**src/rtl/muldiv_pkg.sv**
```systemverilog
// Shared types and constants for the HI/LO multiply/divide controller.
// MULDIV_ITER_MUL_EN selects the 32-cycle shift-add multiplier instead of a single-cycle one.
package muldiv_pkg;

  localparam int unsigned XLEN       = 32;
  localparam int unsigned CNT_W      = 5;
  localparam int unsigned DIV_CYCLES = 32;
`ifdef MULDIV_ITER_MUL_EN
  localparam int unsigned MUL_CYCLES = 32;
`else
  localparam int unsigned MUL_CYCLES = 1;
`endif

  // Bit positions inside the decoder's 2-bit op fields
  localparam int unsigned OP_MULT  = 0;
  localparam int unsigned OP_MULTU = 1;
  localparam int unsigned OP_DIV   = 0;
  localparam int unsigned OP_DIVU  = 1;
  localparam int unsigned OP_MFLO  = 0;
  localparam int unsigned OP_MFHI  = 1;
  localparam int unsigned OP_MTLO  = 0;
  localparam int unsigned OP_MTHI  = 1;

  typedef enum logic [1:0] {
    IDLE = 2'd0,
    MUL  = 2'd1,
    DIV  = 2'd2
  } state_t;

  // Magnitude of a two's-complement value when signed, else the raw value
  function automatic logic [XLEN-1:0] mag(input logic [XLEN-1:0] x, input logic sgn);
    return (sgn && x[XLEN-1]) ? XLEN'(-x) : x;
  endfunction

endpackage

```
**src/rtl/div_step.sv**
```systemverilog
// One restoring-division iteration on unsigned magnitudes: shift, compare, subtract.
module div_step
  import muldiv_pkg::*;
(
  input  logic [XLEN-1:0] rem_in,
  input  logic [XLEN-1:0] quot_in,
  input  logic [XLEN-1:0] divisor,
  output logic [XLEN-1:0] rem_out,
  output logic [XLEN-1:0] quot_out
);

  logic [XLEN:0]   shifted;
  logic            ge;
  logic [XLEN-1:0] diff;

  assign shifted = {rem_in, quot_in[XLEN-1]};
  assign ge      = (shifted >= {1'b0, divisor});
  // When ge holds the true difference is below divisor, so the wrapped 32-bit result is exact
  assign diff    = shifted[XLEN-1:0] - divisor;

  assign rem_out  = ge ? diff : shifted[XLEN-1:0];
  assign quot_out = {quot_in[XLEN-2:0], ge};

endmodule

```
**src/rtl/muldiv_ctrl.sv**
```systemverilog
// HI/LO multiply/divide unit: IDLE/MUL/DIV sequencer, 32-step restoring divider, MT/MF access.
// Define MULDIV_ITER_MUL_EN for a 32-cycle shift-add multiplier; default is single-cycle.
module muldiv_ctrl
  import muldiv_pkg::*;
(
  input  logic            clk,
  input  logic            resetn,
  input  logic            op_valid,
  input  logic [1:0]      mult,
  input  logic [1:0]      div,
  input  logic [1:0]      mfhl,
  input  logic [1:0]      mthl,
  input  logic [XLEN-1:0] src_a,
  input  logic [XLEN-1:0] src_b,
  input  logic            flush,
  output logic            stall,
  output logic            busy,
  output logic [XLEN-1:0] hi,
  output logic [XLEN-1:0] lo,
  output logic [XLEN-1:0] mf_data
);

  state_t           state, state_nxt;
  logic [CNT_W-1:0] cnt, cnt_nxt;
  logic [XLEN-1:0]  rem, quot, dvsr;
  logic             neg_q, neg_r;
  logic             any_op, accept;
  logic             start_mul, start_div, mul_done, div_done;
  logic [XLEN-1:0]  step_rem, step_quot;
  logic [2*XLEN-1:0] product;

  assign any_op  = |{mult, div, mfhl, mthl};
  assign busy    = (state != IDLE);
  assign stall   = op_valid & any_op & busy & ~flush;
  assign accept  = op_valid & ~busy & ~flush;
  assign mf_data = mfhl[OP_MFHI] ? hi : lo;

  div_step u_div_step (
    .rem_in  (rem),
    .quot_in (quot),
    .divisor (dvsr),
    .rem_out (step_rem),
    .quot_out(step_quot)
  );

`ifdef MULDIV_ITER_MUL_EN
  // Shift-add: rem holds the running upper half, quot the multiplier shifting out LSB-first
  logic [XLEN:0]     mul_sum;
  logic [2*XLEN-1:0] mul_raw;
  assign mul_sum = {1'b0, rem} + (quot[0] ? {1'b0, dvsr} : {(XLEN+1){1'b0}});
  assign mul_raw = {mul_sum, quot[XLEN-1:1]};
  assign product = neg_q ? (2*XLEN)'(-mul_raw) : mul_raw;
`else
  logic sgn_mul;
  assign product = (2*XLEN)'({{XLEN{sgn_mul & quot[XLEN-1]}}, quot} *
                             {{XLEN{sgn_mul & dvsr[XLEN-1]}}, dvsr});
`endif

  // State register
  always_ff @(posedge clk or negedge resetn) begin
    if (!resetn) begin
      state <= IDLE;
      cnt   <= '0;
    end else begin
      state <= state_nxt;
      cnt   <= cnt_nxt;
    end
  end

  // Next-state, iteration counter and datapath strobes; flush overrides everything
  always_comb begin
    state_nxt = state;
    cnt_nxt   = cnt;
    start_mul = 1'b0;
    start_div = 1'b0;
    mul_done  = 1'b0;
    div_done  = 1'b0;
    if (flush) begin
      state_nxt = IDLE;
      cnt_nxt   = '0;
    end else begin
      unique case (state)
        IDLE: begin
          if (accept) begin
            if (|mult) begin
              start_mul = 1'b1;
              state_nxt = MUL;
            end else if ((|div) && (src_b != '0)) begin
              start_div = 1'b1;
              state_nxt = DIV;
            end
          end
        end
        MUL: begin
          cnt_nxt = cnt + CNT_W'(1);
          if (cnt == CNT_W'(MUL_CYCLES - 1)) begin
            mul_done  = 1'b1;
            state_nxt = IDLE;
            cnt_nxt   = '0;
          end
        end
        DIV: begin
          cnt_nxt = cnt + CNT_W'(1);
          if (cnt == CNT_W'(DIV_CYCLES - 1)) begin
            div_done  = 1'b1;
            state_nxt = IDLE;
          end
        end
        default: state_nxt = IDLE;
      endcase
    end
  end

  // Operand/iteration registers and architectural HI/LO
  always_ff @(posedge clk or negedge resetn) begin
    if (!resetn) begin
      hi    <= '0;
      lo    <= '0;
      rem   <= '0;
      quot  <= '0;
      dvsr  <= '0;
      neg_q <= 1'b0;
      neg_r <= 1'b0;
`ifndef MULDIV_ITER_MUL_EN
      sgn_mul <= 1'b0;
`endif
    end else begin
      if (accept && mthl[OP_MTHI]) hi <= src_a;
      if (accept && mthl[OP_MTLO]) lo <= src_a;

      if (start_div) begin
        rem   <= '0;
        quot  <= mag(src_a, div[OP_DIV]);
        dvsr  <= mag(src_b, div[OP_DIV]);
        neg_q <= div[OP_DIV] & (src_a[XLEN-1] ^ src_b[XLEN-1]);
        neg_r <= div[OP_DIV] & src_a[XLEN-1];
      end else if (state == DIV) begin
        rem  <= step_rem;
        quot <= step_quot;
      end

      if (div_done) begin
        lo <= neg_q ? XLEN'(-step_quot) : step_quot;
        hi <= neg_r ? XLEN'(-step_rem) : step_rem;
      end

`ifdef MULDIV_ITER_MUL_EN
      if (start_mul) begin
        rem   <= '0;
        quot  <= mag(src_a, mult[OP_MULT]);
        dvsr  <= mag(src_b, mult[OP_MULT]);
        neg_q <= mult[OP_MULT] & (src_a[XLEN-1] ^ src_b[XLEN-1]);
      end else if (state == MUL) begin
        rem  <= mul_sum[XLEN:1];
        quot <= {mul_sum[0], quot[XLEN-1:1]};
      end
`else
      if (start_mul) begin
        quot    <= src_a;
        dvsr    <= src_b;
        sgn_mul <= mult[OP_MULT];
      end
`endif

      if (mul_done) begin
        hi <= product[2*XLEN-1:XLEN];
        lo <= product[XLEN-1:0];
      end
    end
  end

endmodule

```
**config.mk**
```make
export PLATFORM = sky130hd
export DESIGN_NAME = muldiv_ctrl
export DESIGN_NICKNAME = d
export VERILOG_FILES = /design/src/rtl/muldiv_pkg.sv /design/src/rtl/div_step.sv /design/src/rtl/muldiv_ctrl.sv
export SDC_FILE = /design/constraint.sdc
export NUM_CORES = 2
export LEC_CHECK = 0
export CELL_PAD_IN_SITES_DETAIL_PLACEMENT = 2
export CELL_PAD_IN_SITES_GLOBAL_PLACEMENT = 2
export CORE_UTILIZATION = 41
export DETAILED_ROUTE_END_ITERATION = 6
export PLACE_DENSITY = 0.85
export SYNTH_ARGS = -nofsm -noshare
export SYNTH_HDL_FRONTEND = slang
export SYNTH_SLANG_ARGS = --single-unit
```
**constraint.sdc**
```tcl
create_clock -name clk -period 9.1 [get_ports clk]
set_clock_uncertainty 0.2 [all_clocks]
set_input_delay 1.82 -clock clk [delete_from_list [all_inputs] [get_ports clk]]
set_output_delay 1.82 -clock clk [all_outputs]
set_load 0.02 [all_outputs]
```
; ---- Yosys cells after proc, flatten, opt, wreduce, memory -nomap -nowiden
; Index checks and enable logic that the tools add are counted.
[totals]
reg_bits = 170
latch_bits = 0
mem_bits_rw = 0
romBits = 0
input_bits = 76
output_inout_bits = 98
word_cells = 100
memories = 0
[classes]
n_addsub = 6
multipliers = 1
div_mod_pow = 0
n_lt_le_gt_ge = 1
eq_ne = 7
n_shift = 0
n_mux = 44
bitwise = 12
reduce_logical = 19
[op_table]
columns = cell, n
row1 = 32-bit 2-to-1 mux, 19
row2 = 32-bit negator, 4
row3 = 33-bit by 33-bit multiplier with 64-bit output, 1
row4 = 33-bit by 32-bit >= comparator with 1-bit output, 1
row5 = 32-bit nonzero test, 1
row6 = 32-bit subtractor, 1
row7 = 1-bit 2-to-1 mux, 15
row8 = 2-bit 2-to-1 mux, 6
row9 = 3-bit nonzero test, 4
row10 = 5-bit 2-to-1 mux, 2
row11 = 5-bit one-hot mux with 2 select lines, 1
row12 = 1-bit AND, 9
row13 = 3-bit inequality test (second input constant), 3
row14 = 8-bit OR reduction, 1
row15 = 2-bit one-hot mux with 3 select lines, 1
row16 = 2-bit nonzero test, 3
row17 = 5-bit by 1-bit adder with 5-bit output (second input constant), 1
row18 = 5-bit equality test (second input constant), 1
row19 = 1-bit logical AND, 5
row20 = 5-bit zero test, 1
row21 = 4-bit inequality test (second input constant), 1
row22 = 4-bit AND reduction, 1
row23 = 2-bit OR reduction, 2
row24 = 2-bit by 1-bit equality test with 1-bit output (second input constant), 1
row25 = 4 further kinds, 5

; ---- Depth between registers and ports, before layout
[depth]
word_depth = 9
depth_mapped = 33
mapped_depth_nobuf = 30

; ---- Hierarchy
; Synthesis repeated with hierarchy kept, for this count alone.
[unflattened]
cells_unflattened = 5902
hier_area_um2 = 51340.5
[by_module_without_submodules]
columns = module, instances, cells_each, area_per_inst_um2
row1 = muldiv_ctrl, 1, 5547, 48769.3
row2 = div_step, 1, 355, 2571.2

; ---- Least setup slack after synthesis
; Ideal clock, no wire load.
[synth_timing]
kind = register -> register
startpoint = register quot[31]
endpoint = register hi[31]
arrival_time_ns = 8.006
required_ns = 8.778
path_slack_ns = 0.772
path_stages_with_launch = 28
n_path_buf = 3
period_less_slack_ns = 8.328
cell_sequence = dfrtp_1 clkbuf_1 clkbuf_1 and3_1 fa_1 inv_1 fa_1 inv_1 fa_1 fa_1 inv_1 fa_1 inv_1 fa_1 inv_1 fa_1 fa_1 inv_1 ha_1 clkbuf_1 and3_1 nand3_1 o21ai_0 a41oi_1 o41ai_1 xnor2_1 nand2_1 a32o_1
[synth_between]
elab_chain_cells = 6
elab_cells_between_ends = 9
cone_classes = add/sub: 2 / mul: 1 / order compare: 1 / mux: 4 / bitwise: 1
[synth_lines]
columns = item, line
row1 = from (decl), muldiv_ctrl.sv:25  ; logic [XLEN-1:0] rem, quot, dvsr;
row2 = from (signal assigned), muldiv_ctrl.sv:133  ; quot <= mag(src_a, div[OP_DIV]);
row3 = from (signal assigned), muldiv_ctrl.sv:139  ; quot <= step_quot;
row4 = from (signal assigned), muldiv_ctrl.sv:159  ; quot <= src_a;
row5 = 32-bit subtractor / 33-bit by 32-bit >= comparator with 1-bit output (equally long branches), "div_step.sv:19, div_step.sv:17"
row6 = 32-bit 2-to-1 mux, div_step.sv:21  ; assign rem_out = ge ? diff : shifted[XLEN-1:0];
row7 = 32-bit negator, muldiv_ctrl.sv:144  ; hi <= neg_r ? XLEN'(-step_rem) : step_rem;
row8 = 32-bit 2-to-1 mux, muldiv_ctrl.sv:144
row9 = 32-bit 2-to-1 mux, muldiv_ctrl.sv:142  ; if (div_done) begin
row10 = 32-bit 2-to-1 mux (*), muldiv_ctrl.sv:165  ; if (mul_done) begin
row11 = to (signal assigned), muldiv_ctrl.sv:128  ; if (accept && mthl[OP_MTHI]) hi <= src_a;
row12 = to (signal assigned), muldiv_ctrl.sv:144
row13 = to (signal assigned), muldiv_ctrl.sv:166  ; hi <= product[2*XLEN-1:XLEN];
row14 = to (decl), muldiv_ctrl.sv:18  ; output logic [XLEN-1:0] hi,
; Every way passes the cells marked *; elsewhere a longest branch is shown, timed or not.
; A chain may end at the register's enable or synchronous reset.

; ---- Final worst setup path
[layout_timing]
startpoint = register sgn_mul
endpoint = register hi[29]
[layout_between]
elab_chain_cells = 3
elab_cells_between_ends = 4
cone_classes = mul: 1 / mux: 1 / bitwise: 2
[layout_lines]
columns = item, line
row1 = from (decl), muldiv_ctrl.sv:54  ; logic sgn_mul;
row2 = from (signal assigned), muldiv_ctrl.sv:161  ; sgn_mul <= mult[OP_MULT];
row3 = "1-bit AND, on equally long branches", "muldiv_ctrl.sv:55, muldiv_ctrl.sv:56"
row4 = 33-bit by 33-bit multiplier with 64-bit output (*), muldiv_ctrl.sv:55  ; assign product = (2*XLEN)'({{XLEN{sgn_mul & quot[XLEN-1]}}, quot} *
row5 = 32-bit 2-to-1 mux (*), muldiv_ctrl.sv:165
; Marks and branches as above.

==> impl_results.md <==
* Row count at 130
* Syn_nets at 7485
* Root buf cell: clkbuf_16
* Area leader, netlist: fa_1
* Crit-path max cell delay at 0.67 ns
* Die width at 358 µm
* Crit end category: flop
* Layout cell share with drive strength beyond 1 at 6.88%
* Setup_tns at 0 ns
* Largest net degree at the start of global routing at 66
* Initial Util at 41.3%
* Hpwl dp at 213000 µm
* Relative slew slack at 19.4%
* DRC at 0
* Sequential share of the synthesized area at 8.20%
* Vias at 47016
* Total CTS buffers at 17
* # H-tree levels at 4
* Max Transition Viols Final at 0
* Slowest CP cell: fa_1
* Grt ovf at 0
* Area share of the largest cell type after synthesis at 43.5%
* Io pins at 174
* Fin crit share at 99.5%
* CP required at 9.31 ns
* Fmax at 0.110 GHz
* Post-synthesis async set-or-reset flop share at 100%
* TritonRoute pass-1 iters at 6
* Initial antenna violation count at 20
* Routed WL at 255000 µm
* Final setup vio count at 0
* Worst hold path class: flop to flop
* EDFF count, synth at 0
* # port buffers at 173
* Worst-path clk slew at 0.10 ns
* Vias per cell at 6.08
* Clock Latency Late Sink at 0.56 ns
* Max capacitance violation total at 0
* Final #Nets at 7514
* Crit path setup slack, layout at 0.0499 ns
* Final hold violation count at 0
* Pre-CTS setup slack at -0.721 ns
* Clock buffer depth at 2
* Post-synth cell types at 96
* Syn avg cell area at 8.60 µm²
* R2R Path Start: sgn_mul$_DFFE_PN0P_
* Cell Area, Synth at 51900 µm²
* Yosys warns at 0
* Startpoint types: flop
* Crit path from: sgn_mul$_DFFE_PN0P_
* Synthesized instance count at 6031
* Total core area at 126000 µm²
* Top_reg_cell synth: dfrtp_1
* R2R setup slack at 0.05 ns
* First DRT Iteration DRCs at 3715
* Status: finished clean
* Global-route wire length before repair at 375000 µm
* Final min period at 9.05 ns
* Die area at 128000 µm²
* Min-delay src: lo[0]$_DFFE_PN0P_
* DR WL/cell at 33.0 µm
* WS Path Type: flop to flop
* Flops & latches, synth at 170
* Final Wtd Congestion at 0.940
* Clk sinks at 170
* Most Frequent Cell on Critical Path: fa_1
* Area growth syn-to-layout at 9.97%
* GRT Total Usage at 40.6%
* Crit path DAT at 9.26 ns
* Area contributors post-synth: fa_1, inv_1, dfrtp_1
* Die Y at 358 µm
* Vias in the first global route at 55994
* Antenna Nets Post-Route at 0
* CTS tree: done
* Critical path fanouts, max at 11
* Worst slew pin tran at 1.20 ns
-- routing by layer --
layer  up-vias  track usage, %  wire length [µm]  share of wire, %
met3      1206            7.91             18200               7.1
li1      18510               -                 -                 -
met4        14            33.9             25400               9.9
met1     24739            44.4             87200                34
met5         -               0                89             0.035
met2      2547            68.2            124000                49
-- cell usage in the layout (no fill, tap or decap), types with 31 or more instances in the layout --
cell type        synthesis  layout
inv_1                 1192    1187
fa_1                  1126    1121
nand2_1                946     943
and2_1                 301     301
ha_1                   252     249
nor2_1                 241     241
a21oi_1                235     231
o21ai_0                209     203
buf_4                    6     201
clkdlybuf4s50_1          0     172
dfrtp_1                170     149
xnor2_1                104     104
nand3_1                 79      79
xor2_1                  78      78
a21o_1                  59      59
nor3_1                  57      55
o211ai_1                38      38
mux2_2                  38      38
a211oi_1                40      38
and3_1                  34      34
nand4_1                 33      33
a31oi_1                 33      31
-- critical path: cells and delay by family, from the launching register on --
| kind | cells | cell delay (ns) |
|---|---|---|
| buffers and inverters | 10 | 1.28 |
| AOI/OAI and AO/OA | 6 | 1.13 |
| DFF | 1 | 0.44 |
| adders and majority gates | 9 | 4.80 |
| and+or+nand+nor | 6 | 1.00 |
-- metrics by stage --
step                area (µm²)  hold WS, ns  util [%]  instances
finish                   57000        0.337      45.4       7727
floorplan                51900        0.274         -       6031
CTS                      56900        0.337      45.3       7721
global route             57000        0.390      45.4       7725
detailed placement       56200        0.318      44.7       7684
global placement         56200        0.292      44.7       7684
-- cells by family (layout without fill, tap and decap cells) --
| kind of cell | after synthesis | in the layout | synth area share [%] |
|---|---|---|---|
| and+or+nand+nor | 1836 | 1836 | 16.4 |
| buffers and inverters | 1588 | 1630 | 11.6 |
| adders and majority gates | 1378 | 1378 | 49.5 |
| AOI/OAI and AO/OA | 808 | 808 | 9.80 |
| xor gates and xnor gates | 182 | 182 | 3.07 |
| DFF | 170 | 170 | 8.20 |
| muxes | 69 | 69 | 1.44 |
| other | 0 | 4 | 0 |
-- flip-flops by register name (all words and copies together) (netlist names) --
signal and count:
lo 32, dvsr 32, quot 32, neg_q 1, rem 32, state 2, neg_r 1, cnt 5
hi 32, sgn_mul 1
-- what timing repair did --
| item | in CTS | in global routing |
|---|---|---|
| gates resized for setup | 25 | 40 |
| pin swaps | 1 | 1 |
| setup endpoints to repair | 13 | 21 |
| hold buffers | 0 | 0 |
| setup buffers | 5 | 2 |
| hold endpoints to repair | 0 | 0 |
-- Yosys cell counts (all sizes together) (6+ instances only) --
cell       n
a211o      9
a211oi    41
a21o      59
a21oi    239
a221oi    11
a31oi     33
and2     301
and3      34
and4       6
buf       69
clkbuf   324
dfrtp    170
fa      1126
ha       252
inv     1193
mux2      39
mux2i     30
nand2    946
nand2b    18
nand3     79
nand4     34
nor2     243
nor2b     18
nor3      58
nor4      27
nor4b      7
o211ai    38
o21a      21
o21ai    228
o21bai    10
o221ai     8
o22ai     14
o31a       7
o31ai     24
o41ai     15
or2       16
or3       25
or4       12
xnor2    104
xor2      78
-- worst paths after layout --
check	to	depth (start not counted)
setup / recovery	hi[29]$_DFFE_PN0P_	31
hold / removal	lo[0]$_DFFE_PN0P_	2
setup reg to reg	hi[29]$_DFFE_PN0P_	31
hold reg to reg	lo[0]$_DFFE_PN0P_	2
max in group asynchronous	quot[21]$_DFFE_PN0P_	2
min in group asynchronous	lo[31]$_DFFE_PN0P_	1
-- final cells by class --
type	instances	area, µm²
fill	13857	68500
multi-input combinational	4273	41800
inverter	1195	4500
sequential	170	4290
timing repair buffer	403	3770
tap	1650	2060
clock buffer	17	425
clock inverter	15	194
antenna	4	10.0
Power is left out: the tool's default activity adds up to more than one toggle a clock period on the data nets, which glitch-free logic cannot reach.
